File: config.mk
export PLATFORM = sky130hd
export DESIGN_NAME = vga_sync
export DESIGN_NICKNAME = d
export VERILOG_FILES = /design/src/rtl/vga_sync.sv
export SDC_FILE = /design/constraint.sdc
export NUM_CORES = 1
export LEC_CHECK = 0
export CORE_MARGIN = 4
export CORE_UTILIZATION = 55
export DETAILED_ROUTE_END_ITERATION = 12
export MAX_ROUTING_LAYER = met4
export PLACE_DENSITY = 0.86
export SLEW_MARGIN = 20
export SYNTH_ARGS = -nofsm -noshare
export SYNTH_HDL_FRONTEND = slang
export SYNTH_SLANG_ARGS = --single-unit
File: constraint.sdc
create_clock -name clk -period 5.24 [get_ports clk]
set_input_delay 0.786 -clock clk [delete_from_list [all_inputs] [get_ports clk]]
set_output_delay 0.786 -clock clk [all_outputs]
set_load 0.01 [all_outputs]
File: src/rtl/vga_sync.sv
// 640x480@60 display-timing generator: pixel divider, h/v counters, sync decode and
// once-per-frame update strobes. Optional frame counter enabled by VGA_SYNC_FRAME_CNT_EN.
module vga_sync #(
  parameter int CLK_DIV   = 2,
  parameter int H_DISPLAY = 640,
  parameter int H_FRONT   = 16,
  parameter int H_SYNC    = 96,
  parameter int H_BACK    = 48,
  parameter int V_DISPLAY = 480,
  parameter int V_FRONT   = 10,
  parameter int V_SYNC    = 2,
  parameter int V_BACK    = 33,
  parameter int DLY       = 16
) (
  input  logic       clk,
  input  logic       rst,
  output logic       pixel_tick,
  output logic [9:0] pixel_x,
  output logic [9:0] pixel_y,
  output logic       video_on,
  output logic       hsync,
  output logic       vsync,
  output logic       update_allow_frist_pluse,
  output logic       update_allow_first_pluse_16dly
`ifdef VGA_SYNC_FRAME_CNT_EN
  ,
  output logic [7:0] frame_cnt
`endif
);

  localparam int H_TOTAL = H_DISPLAY + H_FRONT + H_SYNC + H_BACK;
  localparam int V_TOTAL = V_DISPLAY + V_FRONT + V_SYNC + V_BACK;
  localparam int DIV_W   = (CLK_DIV > 2) ? $clog2(CLK_DIV) : 1;

  localparam logic [DIV_W-1:0] DIV_LAST = DIV_W'(CLK_DIV - 1);
  localparam logic [9:0] H_LAST   = 10'(H_TOTAL - 1);
  localparam logic [9:0] V_LAST   = 10'(V_TOTAL - 1);
  localparam logic [9:0] H_VIS    = 10'(H_DISPLAY);
  localparam logic [9:0] V_VIS    = 10'(V_DISPLAY);
  localparam logic [9:0] V_VIS_M1 = 10'(V_DISPLAY - 1);
  localparam logic [9:0] HS_FIRST = 10'(H_DISPLAY + H_FRONT);
  localparam logic [9:0] HS_LAST  = 10'(H_DISPLAY + H_FRONT + H_SYNC - 1);
  localparam logic [9:0] VS_FIRST = 10'(V_DISPLAY + V_FRONT);
  localparam logic [9:0] VS_LAST  = 10'(V_DISPLAY + V_FRONT + V_SYNC - 1);

  logic [DIV_W-1:0] div_reg, div_next;
  logic             tick_reg, tick_next;
  logic [9:0]       x_reg, x_next;
  logic [9:0]       y_reg, y_next;
  logic             strobe_reg, strobe_next;
  logic [DLY-1:0]   dly_reg, dly_next;

  // Tick is registered, so it lands one clk after the divider reaches its last count.
  always_comb begin
    div_next  = (div_reg == DIV_LAST) ? '0 : div_reg + 1'b1;
    tick_next = (div_reg == DIV_LAST);
  end

  always_comb begin
    x_next = x_reg;
    y_next = y_reg;
    if (tick_reg) begin
      if (x_reg == H_LAST) begin
        x_next = '0;
        y_next = (y_reg == V_LAST) ? 10'd0 : y_reg + 10'd1;
      end else begin
        x_next = x_reg + 10'd1;
      end
    end
  end

  // Raised on the edge that moves the counters onto (0, V_DISPLAY): the state's first clk.
  always_comb begin
    strobe_next = tick_reg && (x_reg == H_LAST) && (y_reg == V_VIS_M1);
  end

  genvar gi;
  generate
    for (gi = 0; gi < DLY; gi++) begin : g_dly
      if (gi == 0) begin : g_head
        assign dly_next[gi] = strobe_reg;
      end else begin : g_tail
        assign dly_next[gi] = dly_reg[gi-1];
      end
    end
  endgenerate

  always_ff @(posedge clk or negedge rst) begin
    if (!rst) begin
      div_reg    <= '0;
      tick_reg   <= 1'b0;
      x_reg      <= '0;
      y_reg      <= '0;
      strobe_reg <= 1'b0;
      dly_reg    <= '0;
    end else begin
      div_reg    <= div_next;
      tick_reg   <= tick_next;
      x_reg      <= x_next;
      y_reg      <= y_next;
      strobe_reg <= strobe_next;
      dly_reg    <= dly_next;
    end
  end

`ifdef VGA_SYNC_FRAME_CNT_EN
  logic [7:0] frame_reg, frame_next;

  always_comb begin
    frame_next = strobe_next ? frame_reg + 8'd1 : frame_reg;
  end

  always_ff @(posedge clk or negedge rst) begin
    if (!rst) begin
      frame_reg <= '0;
    end else begin
      frame_reg <= frame_next;
    end
  end

  assign frame_cnt = frame_reg;
`endif

  assign pixel_tick                     = tick_reg;
  assign pixel_x                        = x_reg;
  assign pixel_y                        = y_reg;
  assign video_on                       = (x_reg < H_VIS) && (y_reg < V_VIS);
  assign hsync                          = !((x_reg >= HS_FIRST) && (x_reg <= HS_LAST));
  assign vsync                          = !((y_reg >= VS_FIRST) && (y_reg <= VS_LAST));
  assign update_allow_frist_pluse       = strobe_reg;
  assign update_allow_first_pluse_16dly = dly_reg[DLY-1];

endmodule
# Word-level counts from Yosys, hierarchy flattened
# Cells that the tools add are included.
[word_totals] register_bits=39 mem_bits_rw=0 mem_count=0 mem_bits_ro=0 latch_bits=0
[classes] eq_ne=3 bitwise_logic=0 n_lt_le_gt_ge=6 reduce_logical=8 n_div=0 mux=3 mul=0 addsub=3 n_shift=0
[ops] operator="adder 10 x 1 -> 10 bit (second input constant)" n=2
[ops] operator="== test 10 bit (second input constant)" n=2
[ops] operator="two-way mux 10 bit" n=2
[ops] operator="== test 10 x 9 -> 1 bit (second input constant)" n=1
[ops] operator=">= comparator 10 bit (second input constant)" n=1
[ops] operator=">= comparator 10 x 9 -> 1 bit (second input constant)" n=1
[ops] operator="<= comparator 10 bit (second input constant)" n=1
[ops] operator="<= comparator 10 x 9 -> 1 bit (second input constant)" n=1
[ops] operator="less-than comparator 10 bit (second input constant)" n=1
[ops] operator="less-than comparator 10 x 9 -> 1 bit (second input constant)" n=1
[ops] operator="logical AND 1 bit" n=5
[ops] operator="logical NOT 1 bit" n=2
[ops] operator="AND reduction 2 bit" n=1
[ops] operator="adder 1 bit (second input constant)" n=1
[ops] operator="two-way mux 1 bit" n=1

# Longest topological paths before layout
[logic_depth] ltp_word=3 depth_mapped=6 mapped_depth_nobuf=6

# Least setup slack after synthesis
# OpenSTA, ideal clock, no wires.
[synth_path] path_type="flip-flop to output port" start="reg x_reg[5] (netlist: pixel_x[5])" end="out hsync" path_slack_ns=3.051 arrival_ns=1.403 path_stages_with_launch=4 cell_sequence="dfrtp_1 -> clkbuf_1 -> and3_1 -> or4_2"
[synth_between] elab_chain_len=3 word_cells_on_any_way=4 classes_between="2 x order compare; 2 x reduce/logical"
[synth_lines] element="start, declared" line="48" rtl="logic [9:0] x_reg, x_next;"
[synth_lines] element="start signal, assigned" line="99" rtl="x_reg <= x_next;"
[synth_lines] element=">= comparator 10 bit or <= comparator 10 bit (tied branches)" line="128" rtl="assign hsync = !((x_reg >= HS_FIRST) && (x_reg <= HS_LAST));"
[synth_lines] element="logical AND 1 bit *" line="128"
[synth_lines] element="logical NOT 1 bit *" line="128"
[synth_lines] element="end, declared" line="21" rtl="output logic hsync,"
# Every way passes the cells marked *; elsewhere a longest branch is shown, timed or not.

# Final worst setup path
[layout_path] start="reg x_reg[6] (netlist: pixel_x[6])" end="out hsync"
# The elaborated chain is that of the path after synthesis.

==> flow_summary.html <==
<table>
<tr><th>Metric</th><th>Value</th></tr>
<tr><th colspan="2">Status</th></tr>
<tr><td>Result of the run</td><td>finished clean</td></tr>
<tr><th colspan="2">Synthesis</th></tr>
<tr><td>Number of synthesized flops with an enable pin</td><td>0</td></tr>
<tr><td>Number of storage elements in the synthesis netlist</td><td>39</td></tr>
<tr><td>Prevailing post-synth register cell</td><td>dfrtp_1</td></tr>
<tr><td>Fraction of synthesized cell area taken by the top area cell type</td><td>60.9%</td></tr>
<tr><td>Share of async-settable or async-resettable flops after synthesis</td><td>100%</td></tr>
<tr><td>Commonest cells in the netlist</td><td>dfrtp_1, nand2_1, nand3_1, inv_1, xnor2_1</td></tr>
<tr><td>Count of cell types in the netlist</td><td>36</td></tr>
<tr><td>Cells after Synth</td><td>139</td></tr>
<tr><td>Post-Syn Nets</td><td>145</td></tr>
<tr><td>Post-synth top area cell</td><td>dfrtp_1</td></tr>
<tr><td>Proportion of synthesized chip area in sequential cells</td><td>60.9%</td></tr>
<tr><td>Area contributors post-synth</td><td>dfrtp_1, xnor2_1, ha_1, nand3_1, nand2_1</td></tr>
<tr><td>Syn avg cell area</td><td>11.5 um^2</td></tr>
<tr><td>Post-synth design cell area</td><td>1600 um^2</td></tr>
<tr><td>Number of synthesis warnings</td><td>0</td></tr>
<tr><td>Most instantiated library cell after synthesis</td><td>dfrtp_1</td></tr>
<tr><th colspan="2">Power and ir drop</th></tr>
<tr><td>Combinational fraction of design power</td><td>1.4%</td></tr>
<tr><td>Switching portion of total power</td><td>22.2%</td></tr>
<tr><td>Peak supply drop</td><td>0.000276 V</td></tr>
<tr><td>Clock network fraction of design power</td><td>35.0%</td></tr>
<tr><td>Net load switching power</td><td>105 uW</td></tr>
<tr><td>Fraction of power consumed by sequential logic</td><td>63.6%</td></tr>
<tr><td>Areal power density over the cells</td><td>240 nW/um^2</td></tr>
<tr><td>Internal power of the cells</td><td>368 uW</td></tr>
<tr><td>Leakage power</td><td>0.885 nW</td></tr>
<tr><th colspan="2">Clock network</th></tr>
<tr><td>Clock-pin slew reported for the worst setup and hold paths after clock tree synthesis</td><td>0.12 ns</td></tr>
<tr><td>Clock latency at the later pin of the worst-skew pair</td><td>0.34 ns</td></tr>
<tr><td>Clock Sink Count</td><td>39</td></tr>
<tr><td>Number of setup buffers added after CTS</td><td>0</td></tr>
<tr><td>Clock tree from TritonCTS</td><td>built</td></tr>
<tr><td>Count of hold-fix buffers inserted at cts</td><td>0</td></tr>
<tr><td>Number of levels in the clock H-tree</td><td>2</td></tr>
<tr><td>Root cell of the clock tree</td><td>clkbuf_4</td></tr>
<tr><td>Maximum root-to-sink buffer count</td><td>2</td></tr>
<tr><td>Number of CTS-inserted buffers</td><td>5</td></tr>
<tr><td>Count of instances resized after the clock tree is built</td><td>0</td></tr>
<tr><th colspan="2">Floorplan</th></tr>
<tr><td>CORE AREA</td><td>2780 um^2</td></tr>
<tr><td>Initial Util</td><td>57.6%</td></tr>
<tr><td>Total Die Area</td><td>3840 um^2</td></tr>
<tr><td>Total I/O pin count</td><td>28</td></tr>
<tr><td>Cell Rows</td><td>19</td></tr>
<tr><td>Die span in y</td><td>62.0 um</td></tr>
<tr><td>DIE WIDTH</td><td>62.0 um</td></tr>
<tr><th colspan="2">Setup path</th></tr>
<tr><td>Data arrival time of the critical path</td><td>2.15 ns</td></tr>
<tr><td>Crit path launch type</td><td>flop</td></tr>
<tr><td>Reg2Reg Depth</td><td>5</td></tr>
<tr><td>Reg-to-reg critical path endpoint</td><td>pixel_y[8]$_DFFE_PN0P_</td></tr>
<tr><td>Setup crit end kind</td><td>output port</td></tr>
<tr><td>FF-to-FF setup slack</td><td>3.12 ns</td></tr>
<tr><td>Worst R2R Start</td><td>pixel_x[0]$_DFFE_PN0P_</td></tr>
<tr><td>Critical path required time</td><td>4.45 ns</td></tr>
<tr><td>Critical setup path kind</td><td>reg -&gt; out</td></tr>
<tr><td>Crit-path max FO</td><td>9</td></tr>
<tr><th colspan="2">STA</th></tr>
<tr><td>Final clock period utilization by the worst path</td><td>56.0%</td></tr>
<tr><td>Max Slew Vio Count</td><td>0</td></tr>
<tr><td>Count of final hold-check violations</td><td>0</td></tr>
<tr><td>Final worst clock skew</td><td>0.0104 ns</td></tr>
<tr><td>Summed negative setup slack over all endpoints</td><td>0 ns</td></tr>
<tr><td>Peak clock frequency supported by timing</td><td>0.341 GHz</td></tr>
<tr><td>Unrepaired setup endpoints after global routing</td><td>no</td></tr>
<tr><td>Clock period minus worst slack</td><td>2.94 ns</td></tr>
<tr><td>Final setup violating endpoints</td><td>0</td></tr>
<tr><td>Worst slew margin relative to its limit</td><td>42.7%</td></tr>
<tr><td>Tightest Pin Transition</td><td>0.851 ns</td></tr>
<tr><th colspan="2">Drt</th></tr>
<tr><td>Wirelength per Cell</td><td>15.2 um</td></tr>
<tr><td>Vias per std cell</td><td>5.70</td></tr>
<tr><td>Total vias in the final route</td><td>1158</td></tr>
<tr><td>Total Wirelength</td><td>3080 um</td></tr>
<tr><td>Drt pass-1 iters</td><td>4</td></tr>
<tr><td>First-iteration detailed-routing DRC count</td><td>89</td></tr>
<tr><td>Remaining antenna violation count after routing</td><td>0</td></tr>
<tr><td>Count of unresolved DRC violations after routing</td><td>0</td></tr>
<tr><th colspan="2">Finish</th></tr>
<tr><td>Number of nets in the layout</td><td>177</td></tr>
<tr><td>Area Overhead vs Synth</td><td>22.8%</td></tr>
<tr><td>Share of the core filled with cells</td><td>70.8%</td></tr>
<tr><td>Antenna diodes</td><td>0</td></tr>
<tr><td>Share of layout cells above drive strength 1</td><td>9.30%</td></tr>
<tr><td>Post-Layout Cell Count</td><td>203</td></tr>
<tr><td>Max FFs per register</td><td>16</td></tr>
<tr><td>Final standard cell area without fillers</td><td>1970 um^2</td></tr>
<tr><th colspan="2">Placement</th></tr>
<tr><td>DP Area</td><td>1900 um^2</td></tr>
<tr><td>Last weighted congestion value of the routability-driven placer</td><td>0.832</td></tr>
<tr><td>HPWL after detailed placement</td><td>2150 um</td></tr>
<tr><td>Count of input and output buffers</td><td>27</td></tr>
<tr><td>Number of placed instances with taps included</td><td>195</td></tr>
<tr><th colspan="2">GRT</th></tr>
<tr><td>Wire length of the first global-routing pass</td><td>5210 um</td></tr>
<tr><td>Aggregate global routing overflow</td><td>0</td></tr>
<tr><td>Global Route Usage Sum</td><td>19.7%</td></tr>
<tr><td>Via count of the first global-routing pass</td><td>1067</td></tr>
<tr><td>Pin count of the biggest net entering global routing</td><td>40</td></tr>
<tr><td>Number of antenna violations at the first check in global routing</td><td>0</td></tr>
<tr><th colspan="2">Run</th></tr>
<tr><td>Max-cap violation count</td><td>0</td></tr>
<tr><th colspan="2">Worst hold path</th></tr>
<tr><td>Class of the tightest hold or removal check</td><td>reg -&gt; reg</td></tr>
<tr><td>Hold Crit Start</td><td>dly_reg[12]$_DFF_PN0_</td></tr>
<tr><td>Worst hold stages</td><td>0</td></tr>
<tr><td>Min-Delay Endpoint</td><td>dly_reg[13]$_DFF_PN0_</td></tr>
</table>
## layer usage
layer	track usage, %	part of all wire, %
met4	7.27	1.4
met5	-	0
met3	7.64	7.3
met1	26.7	45
met2	26.6	46
## placed cells by master (no fill, tap or decap), types with 2 or more instances in the layout
cell type,n
nor3b_1,2
xor2_1,2
clkbuf_4,5
o21ai_0,4
nor2_1,6
o22ai_1,2
a21oi_1,3
a31oi_1,2
and3_1,4
dfrtp_1,39
buf_4,2
nand2_1,10
xnor2_1,8
clkdlybuf4s50_1,27
inv_1,8
nor3_1,7
nand3_1,10
mux2_2,2
ha_1,4
nor4_1,3
nand4_1,4
## power groups by stage
stage / logic [mW] / clock network, mW / registers, mW
finish: 0.00648 / 0.166 / 0.301
global route: 0.00798 / 0.183 / 0.301
CTS: 0.00705 / 0.170 / 0.301
detailed placement: 0.00713 / 0 / 0.307
global placement: 0.00673 / 0 / 0.307
floorplan: 0.000000227 / 0 / 0.307
## stage by stage
| step | worst slack [ns] | power [mW] | hold WS, ns |
|---|---|---|---|
| 2_1_floorplan | 3.05 | 0.307 | 0.331 |
| 3_3_place_gp | 2.72 | 0.313 | 0.337 |
| 3_5_place_dp | 2.69 | 0.314 | 0.336 |
| 4_1_cts | 2.29 | 0.478 | 0.364 |
| 5_1_grt | 2.22 | 0.492 | 0.372 |
| 6_report | 2.30 | 0.473 | 0.361 |
## worst max path at each step
| stage | slack (ns) | start | endpoint | cells after the start |
|---|---|---|---|---|
| after detailed placement | 2.69 | pixel_x[6]$_DFFE_PN0P_ | hsync | 3 |
| final | 2.30 | pixel_x[6]$_DFFE_PN0P_ | hsync | 3 |
| after floorplan | 3.05 | pixel_x[5]$_DFFE_PN0P_ | hsync | 3 |
| after global routing | 2.22 | pixel_x[6]$_DFFE_PN0P_ | hsync | 3 |
| after global placement | 2.72 | pixel_x[6]$_DFFE_PN0P_ | hsync | 3 |
| after CTS | 2.29 | pixel_x[6]$_DFFE_PN0P_ | hsync | 3 |
## layout make-up
| type | instances | area, um^2 |
|---|---|---|
| clock buffer | 6 | 51.3 |
| fill | 208 | 813 |
| inverter | 8 | 30.0 |
| clock inverter | 2 | 16.3 |
| tap | 31 | 38.8 |
| sequential | 39 | 976 |
| timing repair buffer | 29 | 285 |
| multi-input combinational | 88 | 571 |
## worst max-delay path, stage by stage, from the launching register on
cell and delay [ns]:
dfrtp_1 0.49, and3_1 0.22, or4_2 0.60, clkdlybuf4s50_1 0.50
## cell families after synthesis
group	synth area share, %
muxes	1.41
xor gates and xnor gates	5.46
adders and majority gates	3.12
AOI/OAI and AO/OA	5.23
DFF	60.9
and+or+nand+nor	20.4
buffers and inverters	3.51
(Power assumes the default switching activity.)
